==> src/rtl/sub16_pkg.sv <==
// sub16_pkg: shared state encoding, datapath width and DIGIT legality check for sub16_serial
package sub16_pkg;
  localparam int WIDTH = 16;
  typedef enum logic [1:0] {IDLE = 2'd0, BUSY = 2'd1, DONE = 2'd2} state_t;
  function automatic bit digit_legal(input int d);
    return d == 1 || d == 2 || d == 4 || d == 8 || d == 16;
  endfunction
endpackage

==> src/rtl/sub16_serial_fs.sv <==
// FullSubtractor: one-bit subtractor cell, X is borrow-in and C is borrow-out
module FullSubtractor (
  input  logic A,
  input  logic B,
  input  logic X,
  output logic S,
  output logic C
);
  assign S = A ^ B ^ X;
  assign C = (~A & B) | (~(A ^ B) & X);
endmodule

==> src/rtl/sub16_serial.sv <==
// sub16_serial: multi-cycle 16-bit subtractor, DIGIT bits per cycle; SUB16_SIGNED_FLAGS_EN adds V and Z outputs
module sub16_serial
  import sub16_pkg::*;
#(
  parameter int DIGIT = 4
) (
  input  logic             CLK,
  input  logic             RST,
  input  logic             IN_VALID,
  output logic             IN_READY,
  input  logic [WIDTH-1:0] A,
  input  logic [WIDTH-1:0] B,
  output logic             OUT_VALID,
  input  logic             OUT_READY,
  output logic [WIDTH-1:0] D,
  output logic             BW
`ifdef SUB16_SIGNED_FLAGS_EN
  ,
  output logic             V,
  output logic             Z
`endif
);
  localparam int STEPS = WIDTH / DIGIT;
  if (!digit_legal(DIGIT)) begin : g_bad_digit
    $error("sub16_serial: DIGIT must be 1, 2, 4, 8 or 16");
  end
  state_t           r_state;
  logic [4:0]       r_cnt;
  logic [WIDTH-1:0] r_a, r_b, r_d;
  logic             r_bw, r_bo;
  logic [DIGIT-1:0] w_diff;
  logic [DIGIT:0]   w_b;
  logic [WIDTH-1:0] w_d;
  logic             w_last;
  // operands shift right so the active slice always sits in the low DIGIT bits
  assign w_b[0] = r_bw;
  for (genvar i = 0; i < DIGIT; i++) begin : g_cell
    FullSubtractor u_fs (.A(r_a[i]), .B(r_b[i]), .X(w_b[i]), .S(w_diff[i]), .C(w_b[i+1]));
  end
  always_comb begin
    w_d = r_d;
    w_d[r_cnt*DIGIT +: DIGIT] = w_diff;
  end
  assign w_last = r_cnt == 5'(STEPS - 1);
`ifdef SUB16_SIGNED_FLAGS_EN
  logic r_a15, r_b15, r_v, r_z;
  always_ff @(posedge CLK) begin
    if (RST) begin
      r_a15 <= 1'b0;
      r_b15 <= 1'b0;
      r_v   <= 1'b0;
      r_z   <= 1'b0;
    end else if (r_state == IDLE && IN_VALID) begin
      r_a15 <= A[WIDTH-1];
      r_b15 <= B[WIDTH-1];
    end else if (r_state == BUSY && w_last) begin
      r_v <= (r_a15 != r_b15) && (w_d[WIDTH-1] != r_a15);
      r_z <= w_d == '0;
    end
  end
  assign V = r_v;
  assign Z = r_z;
`endif
  always_ff @(posedge CLK) begin
    if (RST) begin
      r_state <= IDLE;
      r_cnt   <= '0;
      r_bw    <= 1'b0;
      r_a     <= '0;
      r_b     <= '0;
      r_d     <= '0;
      r_bo    <= 1'b0;
    end else begin
      case (r_state)
        IDLE: if (IN_VALID) begin
          r_a     <= A;
          r_b     <= B;
          r_bw    <= 1'b0;
          r_cnt   <= '0;
          r_state <= BUSY;
        end
        BUSY: begin
          r_d   <= w_d;
          r_a   <= r_a >> DIGIT;
          r_b   <= r_b >> DIGIT;
          r_bw  <= w_b[DIGIT];
          r_cnt <= r_cnt + 5'd1;
          if (w_last) begin
            r_bo    <= w_b[DIGIT];
            r_state <= DONE;
          end
        end
        DONE: if (OUT_READY) r_state <= IDLE;
        default: r_state <= IDLE;
      endcase
    end
  end
  assign IN_READY  = r_state == IDLE;
  assign OUT_VALID = r_state == DONE;
  assign D         = r_d;
  assign BW        = r_bo;
endmodule

==> config.mk <==
export PLATFORM = sky130hd
export DESIGN_NAME = sub16_serial
export DESIGN_NICKNAME = d
export VERILOG_FILES = /design/src/rtl/sub16_pkg.sv /design/src/rtl/sub16_serial_fs.sv /design/src/rtl/sub16_serial.sv
export SDC_FILE = /design/constraint.sdc
export NUM_CORES = 1
export LEC_CHECK = 0
export ABC_AREA = 1
export CAP_MARGIN = 30
export CORE_MARGIN = 2
export CORE_UTILIZATION = 51
export CTS_CLUSTER_DIAMETER = 150
export DETAILED_ROUTE_END_ITERATION = 16
export MAX_ROUTING_LAYER = met4
export PLACE_DENSITY = 0.79
export SLEW_MARGIN = 20
export SYNTH_ARGS = -nofsm -noshare
export SYNTH_HDL_FRONTEND = slang
export SYNTH_SLANG_ARGS = --single-unit
==> constraint.sdc <==
create_clock -name CLK -period 2.8 [get_ports CLK]
set_clock_uncertainty 0.1 [all_clocks]
set_input_delay 0.56 -clock CLK [delete_from_list [all_inputs] [get_ports CLK]]
set_output_delay 0.56 -clock CLK [all_outputs]
set_load 0.03 [all_outputs]
# After elaboration in Yosys (flattened, before gate mapping)
# Index checks and enable logic that the tools add are counted.
# totals
ff_bits	57
elab_cells	63
# classes
addsub	2
n_eq_ne	6
n_shift	2
muxes	13
bitwise_logic	28
n_reduce_logical	5
# ops
op	count
one-hot mux 16 bit (2 select lines)	2
negator 7 -> 34 bit	1
variable shift 4 x 34 -> 16 bit (first input constant)	1
variable part select 4 x 34 -> 16 bit	1
2-to-1 mux 16 bit	2
bitwise mux 16 bit	1
one-hot mux 5 bit (2 select lines)	1
AND 1 bit	8
inverter 1 bit	8
bitwise XOR 1 bit	8
2-to-1 mux 2 bit	3
one-hot mux 2 bit (3 select lines)	1
adder 5 x 1 -> 5 bit (second input constant)	1
equality test 5 x 2 -> 1 bit (second input constant)	1
2-to-1 mux 5 bit	1
!= test 2 bit (second input constant)	2
bitwise OR 1 bit	4
AND reduction 2 bit	2
AND reduction 3 bit	1
equality test 2 x 1 -> 1 bit (second input constant)	1
equality test 2 bit (second input constant)	1
logical NOT 2 bit	1
!= test 2 x 1 -> 1 bit (second input constant)	1
one-hot mux 1 bit (2 select lines)	1
2 further kinds	2

# Logic depth before layout (Yosys ltp)
# logic_depth
ltp_word	11
depth_mapped	13
ltp_nobuf	13

# Hierarchy
# A second synthesis with hierarchy kept.
# unflattened
cells_unflattened	391
hier_area_um2	2817.7
# by_module_without_submodules
mod	n_inst	cells_each	area_each_um2
sub16_serial	1	375	2692.6
FullSubtractor	4	4	31.3

# Worst setup path after synthesis
# OpenSTA, ideal clock, no wires.
# synth_timing
kind	reg2reg
from	register r_bw
to	register r_d[11] (netlist: D[11])
arrival_time_ps	2098
setup_slack_ps	538
stages_incl_launch_ff	10
period_less_slack_ps	2262
cell_sequence	dfxtp_1 > fa_1 > inv_1 > fa_1 > fa_1 > fa_1 > inv_1 > nor2_1 > nor2_1 > nor2_1
# synth_via
elab_chain_len	9
word_cells_on_any_way	12
cone_classes	1 x shift; 1 x mux; 10 x bitwise
# synth_lines
element	line	source
start, declared	sub16_serial.sv:30	logic r_bw, r_bo;
start signal, assigned	sub16_serial.sv:86	r_bw <= w_b[DIGIT];
AND 1 bit	sub16_serial_fs.sv:10	assign C = (~A & B) | (~(A ^ B) & X);
bitwise OR 1 bit	sub16_serial_fs.sv:10	
AND 1 bit	sub16_serial_fs.sv:10	
bitwise OR 1 bit	sub16_serial_fs.sv:10	
AND 1 bit	sub16_serial_fs.sv:10	
bitwise OR 1 bit	sub16_serial_fs.sv:10	
bitwise XOR 1 bit	sub16_serial_fs.sv:9	assign S = A ^ B ^ X;
variable part select 4 x 34 -> 16 bit (*)	sub16_serial.sv:42	w_d[r_cnt*DIGIT +: DIGIT] = w_diff;
bitwise mux 16 bit (*)	sub16_serial.sv:42	
end signal, assigned	sub16_serial.sv:83	r_d <= w_d;
end, declared	sub16_serial.sv:29	logic [WIDTH-1:0] r_a, r_b, r_d;
# Mark *: on every way between the ends. The rest lies on a longest branch, timed or not.
# A chain may end at the register's enable or synchronous reset.

# Final worst setup path
# layout_timing
from	register r_bw
to	register r_d[15] (netlist: D[15])
# Same word-level chain as after synthesis.

==> results.cfg <==
[die]
rows = 26
die_w_um = 76.8
initial_core_util = 0.529
die_height_um = 76.8
dieArea_um2 = 5900
io_pins = 55
coreArea_um2 = 5110

[clock_tree]
cts.reportedPaths.clkPinSlew_ns = 0.06
hold_buffers = 0
clock-root-buffer = clkbuf_8
cts_buffer_depth = 2
post_cts_buffers = 0
cts_made_buffers = 9
h-tree-depth = 3
clkLatencyLatePin_ns = 0.33
cts_sinks = 57
cts_resized = 0
cts_tree = yes

[logic_synthesis]
yosysTopAreaCellShare = 0.422
synth_fp_nets = 420
yosysUniqueCellTypes = 28
ys_seq_area_frac = 0.422
yosysWarnings = 0
synth_area_leaders = dfxtp_1, nand2_1, nor2_1
synth_area_um2 = 2700
synth.largest_area_cell = dfxtp_1
syn_inst = 377
ys_seq_elements = 57
syn_avg_cell_area_um2 = 7.17
synth_edf_count = 0
synth_ff_type = dfxtp_1
postSynth.asyncResetShare = 0

[power_and_ir_drop]
peakVddDrop_mv = 0.403
total_power_mw = 1.85
p_leak_nw = 1.50
p_per_area_nw_per_um2 = 537

[drt]
top_layer = met4
firstDrtPassIters = 4
routed_wl_um = 5830
drt-met1-wl_um = 2540
drt_iter0_drc = 152
vias = 2453
wl_met2_um = 2880
vias_per_cell = 4.85
drtAntennaViolNets = 0
drc = 0
wire_per_inst_um = 11.5
wl_met3_um = 258

[finish]
layout-drive-gt1-share = 0.101
nets = 474
synthToLayoutAreaGrowth_pct = 27.4
fin_cells = 506
final_core_utilization = 0.675
diodes = 0

[place]
place_hpwl_um = 4110
io_buffers = 54
gp_congestion = 0.766
place_inst = 490

[global_routing]
grt.total_usage = 0.222
grt_max_degree = 35
grt_antenna_before_repair = 0
gr-total-overflow = 0
grt_pass1_vias = 2318
grt_pass1_wl_um = 10300

[setup_path]
cp_num_buf_inv = 2
slowest_stage = fa_1
reg2reg_depth = 9
r2r_end = D[15]
r2r_setup_slack_ns = 0.38
crit-reg2reg-launch = r_bw
cp_top_family = adder cells
startpoint = r_bw
endpoint = D[15]
crit_fanout = 3
worstPathArrival_ns = 2.60
path_cells = fa_1, inv_1, fa_1, fa_1, fa_1, inv_1, nor2_1, nor2_1, nor2_1
endpoint_kind = register
crit_type = register to register
cp.required_ns = 2.97
crit_path_start_kind = register
path_depth = 9
crit_path_frequent_cell = fa_1
cp_slowest_stage_delay_ns = 0.54

[timing]
fmax_mhz = 412
maxSlewHeadroom = 0.687
period_minus_slack_ns = 2.42
hold_slack_ns = 0.359
setup_tns_ns = 0
slew_viol_final = 0
tightest_slew_ns = 0.470
hold_violations = 0
setup_viol = 0
period_share = 0.866
rsz0062_at_grt = no

[outcome]
outcome = finished clean

[hold_path]
hold_class = register to register

[run]
cap_violations = 0
layout by cell type, fill, tap and decap left out:
cell type          n
clkbuf_1           2
clkinv_2           4
nand2_4            4
clkinv_1           1
fa_1               4
inv_2              4
inv_1             37
clkbuf_8          11
nor2_1            39
clkdlybuf4s50_1   54
nand4_1            5
nor2_4             3
nand2_1          136
buf_4              4
nor2_8             2
nand2_2            5
ha_1               3
nand3_1            9
nand3_2            3
a31oi_1           18
o21ai_1            2
dfxtp_1           57
nor2_2             4
o21ai_0            3
a22oi_1            1
o221ai_1           1
a21oi_1           20
cell type report:
type,count,area [µm²]
inverter,43,163
clock buffer,13,159
sequential,57,1140
timing repair buffer,58,571
tap,70,87.6
multi-input combinational,262,1310
clock inverter,3,15.0
fill,489,1660
cells by family (layout without fill, tap and decap cells):
logic type | after synthesis | after routing | synth area share
AND/OR/NAND/NOR | 210 | 210 | 0.347
buffers and inverters | 58 | 117 | 0.0935
flip-flops | 57 | 57 | 0.422
AO/OA/AOI/OAI | 45 | 45 | 0.0939
adder cells (fa/ha/maj) | 7 | 7 | 0.0435
metrics by stage:
stage	area, µm²	setup WS (ns)
after global placement	3270	0.482
after global routing	3450	0.183
final	3450	0.375
after CTS	3450	0.389
after floorplan	2700	0.538
after detailed placement	3270	0.405
sequential cells by signal, indices dropped and copies added (netlist names):
signal   count
D           16
r_a         16
r_b         16
r_cnt        5
r_state      2
BW           1
r_bw         1
power by group:
group / leakage [nW] / internal [mW] / switching, mW
Clock: 0.0932 / 0.365 / 0.308
Sequential: 0.465 / 0.851 / 0.0255
Combinational: 0.945 / 0.129 / 0.173
Total: 1.50 / 1.34 / 0.506
worst min path at each step:
stage | startpoint | to | slack [ns] | cells after the start
after floorplan | r_a[13] | r_a[13] | 0.34 | 2
after global placement | BW | BW | 0.33 | 2
after detailed placement | r_b[15] | r_b[15] | 0.35 | 2
after CTS | r_b[15] | r_b[15] | 0.36 | 2
after global routing | r_b[12] | r_b[12] | 0.38 | 2
final | r_a[13] | r_a[13] | 0.36 | 2
Yosys cell counts, types with 4 or more instances:
cell      instances
a21oi_1          20
a31oi_1          18
buf_2             6
clkbuf_1          4
dfxtp_1          57
fa_1              4
inv_1            37
inv_2             4
nand2_1         136
nand2_2           5
nand2_4           4
nand3_1           9
nand4_1           5
nor2_1           39
nor2_2            4
worst reg2reg max path, stage by stage (launching register included):
cell	delay, ns
dfxtp_1	0.38
fa_1	0.19
inv_1	0.05
fa_1	0.37
fa_1	0.39
fa_1	0.54
inv_1	0.05
nor2_1	0.13
nor2_1	0.07
nor2_1	0.10
layer usage:
metal | track usage | vias up
li1 | - | 1283
met1 | 0.275 | 1080
met2 | 0.353 | 73
met3 | 0.0341 | 17
met4 | 0.116 | 0
met5 | - | -
No activity file was read; power rests on OpenSTA's default activity.
